[config.mk]
export PLATFORM = sky130hd
export DESIGN_NAME = d_write_buffer
export DESIGN_NICKNAME = d
export VERILOG_FILES = /design/src/rtl/d_write_buffer.sv
export SDC_FILE = /design/constraint.sdc
export NUM_CORES = 1
export LEC_CHECK = 0
export CAP_MARGIN = 25
export CORE_UTILIZATION = 52
export DETAILED_ROUTE_END_ITERATION = 7
export PLACE_DENSITY = 0.87
export SLEW_MARGIN = 40
export SYNTH_ARGS = -nofsm -noshare
export SYNTH_HDL_FRONTEND = slang
export SYNTH_SLANG_ARGS = --single-unit
[constraint.sdc]
create_clock -name clk -period 3.57 [get_ports clk]
set_clock_uncertainty 0.05 [all_clocks]
set_input_delay 0.5355 -clock clk [delete_from_list [all_inputs] [get_ports clk]]
set_output_delay 0.5355 -clock clk [all_outputs]
set_load 0.05 [all_outputs]
[src/rtl/d_write_buffer.sv]
// Posted-write buffer between the data cache and the AXI bridge's sram-like port.
// Writes are acked one cycle after acceptance and drained in order; reads wait for an empty buffer.
module d_write_buffer #(
    parameter int DEPTH = 4
) (
    input  logic        clk,
    input  logic        resetn,
    input  logic        in_req,
    input  logic        in_wr,
    input  logic [1:0]  in_size,
    input  logic [31:0] in_addr,
    input  logic [31:0] in_wdata,
    output logic [31:0] in_rdata,
    output logic        in_addr_ok,
    output logic        in_data_ok,
    output logic        mem_req,
    output logic        mem_wr,
    output logic [1:0]  mem_size,
    output logic [31:0] mem_addr,
    output logic [31:0] mem_wdata,
    input  logic [31:0] mem_rdata,
    input  logic        mem_addr_ok,
    input  logic        mem_data_ok,
    output logic        wb_empty
);
    localparam int          AW         = $clog2(DEPTH);
    localparam logic [AW:0] FULL_COUNT = (AW + 1)'(DEPTH);

    localparam logic [0:0] D_IDLE = 1'b0;
    localparam logic [0:0] D_WAIT = 1'b1;
    localparam logic [0:0] R_IDLE = 1'b0;
    localparam logic [0:0] R_WAIT = 1'b1;

    typedef struct packed {
        logic [31:0] addr;
        logic [1:0]  size;
        logic [31:0] wdata;
    } entry_t;

    entry_t        fifo_q [DEPTH];
    entry_t        head;
    entry_t        entry_d;
    logic [AW-1:0] wr_ptr_q, wr_ptr_d;
    logic [AW-1:0] rd_ptr_q, rd_ptr_d;
    logic [AW:0]   count_q, count_d;
    logic          wr_ack_q, wr_ack_d;
    logic [0:0]    d_state_q, d_state_d;
    logic [0:0]    r_state_q, r_state_d;
    logic          push, pop, drain_req, rd_eligible;

    // A write is refused while a read is outstanding so the read data path stays unambiguous.
    assign push        = in_req & in_wr & (count_q != FULL_COUNT) & (r_state_q == R_IDLE);
    assign pop         = (d_state_q == D_WAIT) & mem_data_ok;
    assign drain_req   = (d_state_q == D_IDLE) & (count_q != '0);
    assign rd_eligible = (r_state_q == R_IDLE) & in_req & ~in_wr &
                         (count_q == '0) & (d_state_q == D_IDLE);
    assign head        = fifo_q[rd_ptr_q];
    assign entry_d     = '{addr: in_addr, size: in_size, wdata: in_wdata};

    always_comb begin
        mem_req    = drain_req | rd_eligible;
        mem_wr     = ~rd_eligible;
        mem_addr   = rd_eligible ? in_addr : head.addr;
        mem_size   = rd_eligible ? in_size : head.size;
        mem_wdata  = head.wdata;
        in_addr_ok = push | (rd_eligible & mem_addr_ok);
        in_data_ok = wr_ack_q | ((r_state_q == R_WAIT) & mem_data_ok);
        in_rdata   = mem_rdata;
        wb_empty   = (count_q == '0);
    end

    always_comb begin
        // NOTE: every signal gets a default before the branches, so no path leaves it unassigned and no latch is inferred.
        d_state_d = d_state_q;
        r_state_d = r_state_q;
        wr_ptr_d  = wr_ptr_q;
        rd_ptr_d  = rd_ptr_q;
        wr_ack_d  = push;

        if (d_state_q == D_IDLE) begin
            if (drain_req && mem_addr_ok) d_state_d = D_WAIT;
        end else if (mem_data_ok) begin
            d_state_d = D_IDLE;
        end

        if (r_state_q == R_IDLE) begin
            if (rd_eligible && mem_addr_ok) r_state_d = R_WAIT;
        end else if (mem_data_ok) begin
            r_state_d = R_IDLE;
        end

        if (push) wr_ptr_d = wr_ptr_q + AW'(1);
        if (pop)  rd_ptr_d = rd_ptr_q + AW'(1);
        count_d = count_q + (AW + 1)'(push) - (AW + 1)'(pop);
    end

    // NOTE: non-blocking assignments in clocked blocks so every flop samples pre-edge values.
    always_ff @(posedge clk or negedge resetn) begin
        if (!resetn) begin
            wr_ptr_q  <= '0;
            rd_ptr_q  <= '0;
            count_q   <= '0;
            wr_ack_q  <= 1'b0;
            d_state_q <= D_IDLE;
            r_state_q <= R_IDLE;
        end else begin
            wr_ptr_q  <= wr_ptr_d;
            rd_ptr_q  <= rd_ptr_d;
            count_q   <= count_d;
            wr_ack_q  <= wr_ack_d;
            d_state_q <= d_state_d;
            r_state_q <= r_state_d;
        end
    end

    // NOTE: storage is deliberately not reset; count and pointers decide which entries are valid.
    always_ff @(posedge clk) begin
        if (push) fifo_q[wr_ptr_q] <= entry_d;
    end

endmodule

==> flow_summary.ini <==
[logic_synthesis]
synth_ff_type = edfxtp_1
yosysSeqAreaShare = 0.756
yosysTopAreaCellShare = 0.732
synth_top_area_cell = edfxtp_1
yosys-top-cells-area = edfxtp_1, mux4_2, mux2_4
netlist_area_mm2 = 0.0108
ys_ff_latch = 274
yosys-top-cells-count = edfxtp_1, mux4_2, buf_4, mux2_4, dfrtp_1
syn_inst = 465
yosys_warnings = 0
synthArstFlopShare = 0.0365
yosysMostFrequentCell = edfxtp_1
synth_edf_count = 264
ys_types = 30
syn-num-nets = 576
syn_avg_cell_area_um2 = 23.3

[pwr]
p_int_mw = 7.50
p_per_area_mw_per_mm2 = 874
power_frac_comb = 0.411
peakVddDrop_mv = 0.666
switching_power_mw = 4.11
seqPwrFrac = 0.359
p_leak_nw = 4.52
switching_share = 0.354
clockPowerShare = 0.230

[clock_tree]
cts.path.max_buffers = 3
clock_sinks = 274
post_cts_buffers = 0
cts_tree = built
clk_pin_slew_ns = 0.06
cts_buffers = 27
cts_resized = 0
cts_root_buf = clkbuf_16
h-tree-depth = 1
cts_hold_buf = 0
clock_latency_ns = 0.52

[timing]
finalCritPeriodShare = 0.954
setup_slack_ns = 0.164
setup_viol = 0
drv_slew = 0
fmax_mhz = 294
rsz0062_at_grt = no
slew_headroom = 0.500
finalSetupTns_ns = 0
hold_violations = 0
period_needed_ns = 3.41
tightest_slew_ns = 0.749

[critical_path]
arrival_ns = 2.82
worstSetupPathType = flop to primary output
worstPathMaxFanout = 18
start_kind = flop
r2r_cells = 10
worst_path_max_delay_cell = or4b_1
crit_path_max_incr_delay_ns = 0.59
end_kind = primary output
critPathRequiredTime_ns = 2.98
path_cells = or4b_1 -> or4_4 -> clkbuf_16 -> mux2_4 -> buf_4

[worst_hold_path]
worstHoldPathType = primary input to async pin

[drt]
drc = 0
first_pass_iters = 4
via_count = 4944
wl_mm = 20.0
viasPerCell = 5.57
routedWlPerCell_um = 22.6
drtAntennaViolNets = 0
drt_iter0_markers = 245

[die]
die_x_um = 146
num_io_pins = 207
dieArea_mm2 = 0.0214
core-area_mm2 = 0.0203
die_h_um = 146
num_rows = 52
start_util = 0.533

[place]
io_buffer_count = 142
place_congestion = 0.782
dp.cells = 836
place_area_mm2 = 0.0124
preCtsSetupSlack_ns = 0.0728
dpl.hpwl_mm = 12.2

[global_route]
grt_antenna_before_repair = 1
grt_pass1_wl_mm = 30.9
grt_max_degree = 50
gr-total-overflow = 0
grt_pass1_vias = 5535
gr-usage-all-layers = 0.190

[layout]
fin_cells = 887
final_cell_area_mm2 = 0.0133
drive_gt1_frac = 0.323
syn_to_final_growth_pct = 22.7
layout.nets = 707
fill_cells = 1308

[job]
maxCapViolCount = 0

[run_status]
status = finished, final reports clean
path summary, 6_finish.rpt:
path | startpoint | slack (ns) | to
worst max-delay path | r_state_q$_DFF_PN0_ | 0.16 | mem_addr[23]
worst min-delay path | resetn | 0.28 | count_q[0]$_DFF_PN0_
worst max register to register | r_state_q$_DFF_PN0_ | 1.18 | count_q[2]$_DFF_PN0_
worst min register to register | wr_ptr_q[1]$_DFFE_PN0P_ | 0.54 | wr_ptr_q[1]$_DFFE_PN0P_
max in group asynchronous | resetn | 2.85 | rd_ptr_q[0]$_DFFE_PN0P_
min in group clk | wr_ptr_q[1]$_DFFE_PN0P_ | 0.54 | wr_ptr_q[1]$_DFFE_PN0P_
power groups by stage:
stage	registers [mW]	clock network (mW)	logic [mW]
after floorplan	4.07	0	3.56
after global placement	4.20	0	4.75
after detailed placement	4.23	0	4.81
after CTS	4.17	2.72	4.83
after global routing	4.20	2.84	4.99
final	4.16	2.67	4.77
cell families (layout without fill, tap and decap cells):
| group | count (synthesis) | count (layout) | synth area share |
|---|---|---|---|
| flip-flops | 274 | 274 | 0.756 |
| adder cells (fa/ha/maj) | 7 | 7 | 0.00879 |
| buffers and inverters | 60 | 211 | 0.0379 |
| XOR/XNOR | 5 | 5 | 0.00405 |
| other | 0 | 1 | 0 |
| AO/OA/AOI/OAI | 6 | 6 | 0.00381 |
| AND/OR/NAND/NOR | 12 | 12 | 0.00682 |
| multiplexers | 101 | 101 | 0.183 |
layout by cell type, fill, tap and decap left out, types with 2 or more instances in the layout:
cell / instances
and2_4: 4
edfxtp_1: 264
xnor2_1: 4
clkinv_1: 3
dfrtp_4: 2
ha_1: 6
clkbuf_1: 5
nor2_1: 2
inv_1: 8
clkinv_2: 7
clkdlybuf4s50_1: 106
buf_12: 15
clkbuf_16: 28
buf_4: 32
mux2_2: 8
mux2_4: 27
mux4_2: 66
dfrtp_1: 8
clkbuf_8: 5
layout make-up:
| cell class | instances | area [um^2] | area share |
|---|---|---|---|
| Sequential cell | 274 | 8190 | 0.616 |
| Multi-Input combinational cell | 131 | 2250 | 0.169 |
| Timing Repair Buffer | 154 | 1630 | 0.122 |
| Clock buffer | 37 | 763 | 0.0575 |
| Tap cell | 270 | 338 | 0.0254 |
| Clock inverter | 12 | 83.8 | 0.00631 |
| Inverter | 8 | 30.0 | 0.00226 |
| Antenna cell | 1 | 2.50 | 0.000188 |
per-stage QoR:
stage / hold slack, ns / utilization / total power [mW]
2_1_floorplan: 0.190 / - / 7.63
3_3_place_gp: 0.487 / 0.611 / 8.94
3_5_place_dp: 0.528 / 0.611 / 9.04
4_1_cts: 0.282 / 0.653 / 11.7
5_1_grt: 0.315 / 0.654 / 12.0
6_report: 0.276 / 0.654 / 11.6
critical path, delay by kind of cell (launching register included):
family / cells / cell delay, ns
DFF: 1 / 0.44
and+or+nand+nor: 2 / 1.10
buffers and inverters: 2 / 0.43
muxes: 1 / 0.32
sequential cells by signal, indices dropped and copies added (netlist names):
name / cells
count_q: 3
d_state_q: 1
fifo_q: 264
r_state_q: 1
rd_ptr_q: 2
wr_ack_q: 1
wr_ptr_q: 2
per-layer routing:
| metal | up-vias | wire [um] | part of all wire | GRT usage |
|---|---|---|---|---|
| li1 | 2150 | - | - | - |
| met1 | 2513 | 7830 | 0.39 | 0.243 |
| met2 | 200 | 10100 | 0.50 | 0.317 |
| met3 | 81 | 1360 | 0.068 | 0.0394 |
| met4 | 0 | 741 | 0.037 | 0.0849 |
| met5 | - | 0 | 0 | 0 |
(Power assumes the default switching activity.)
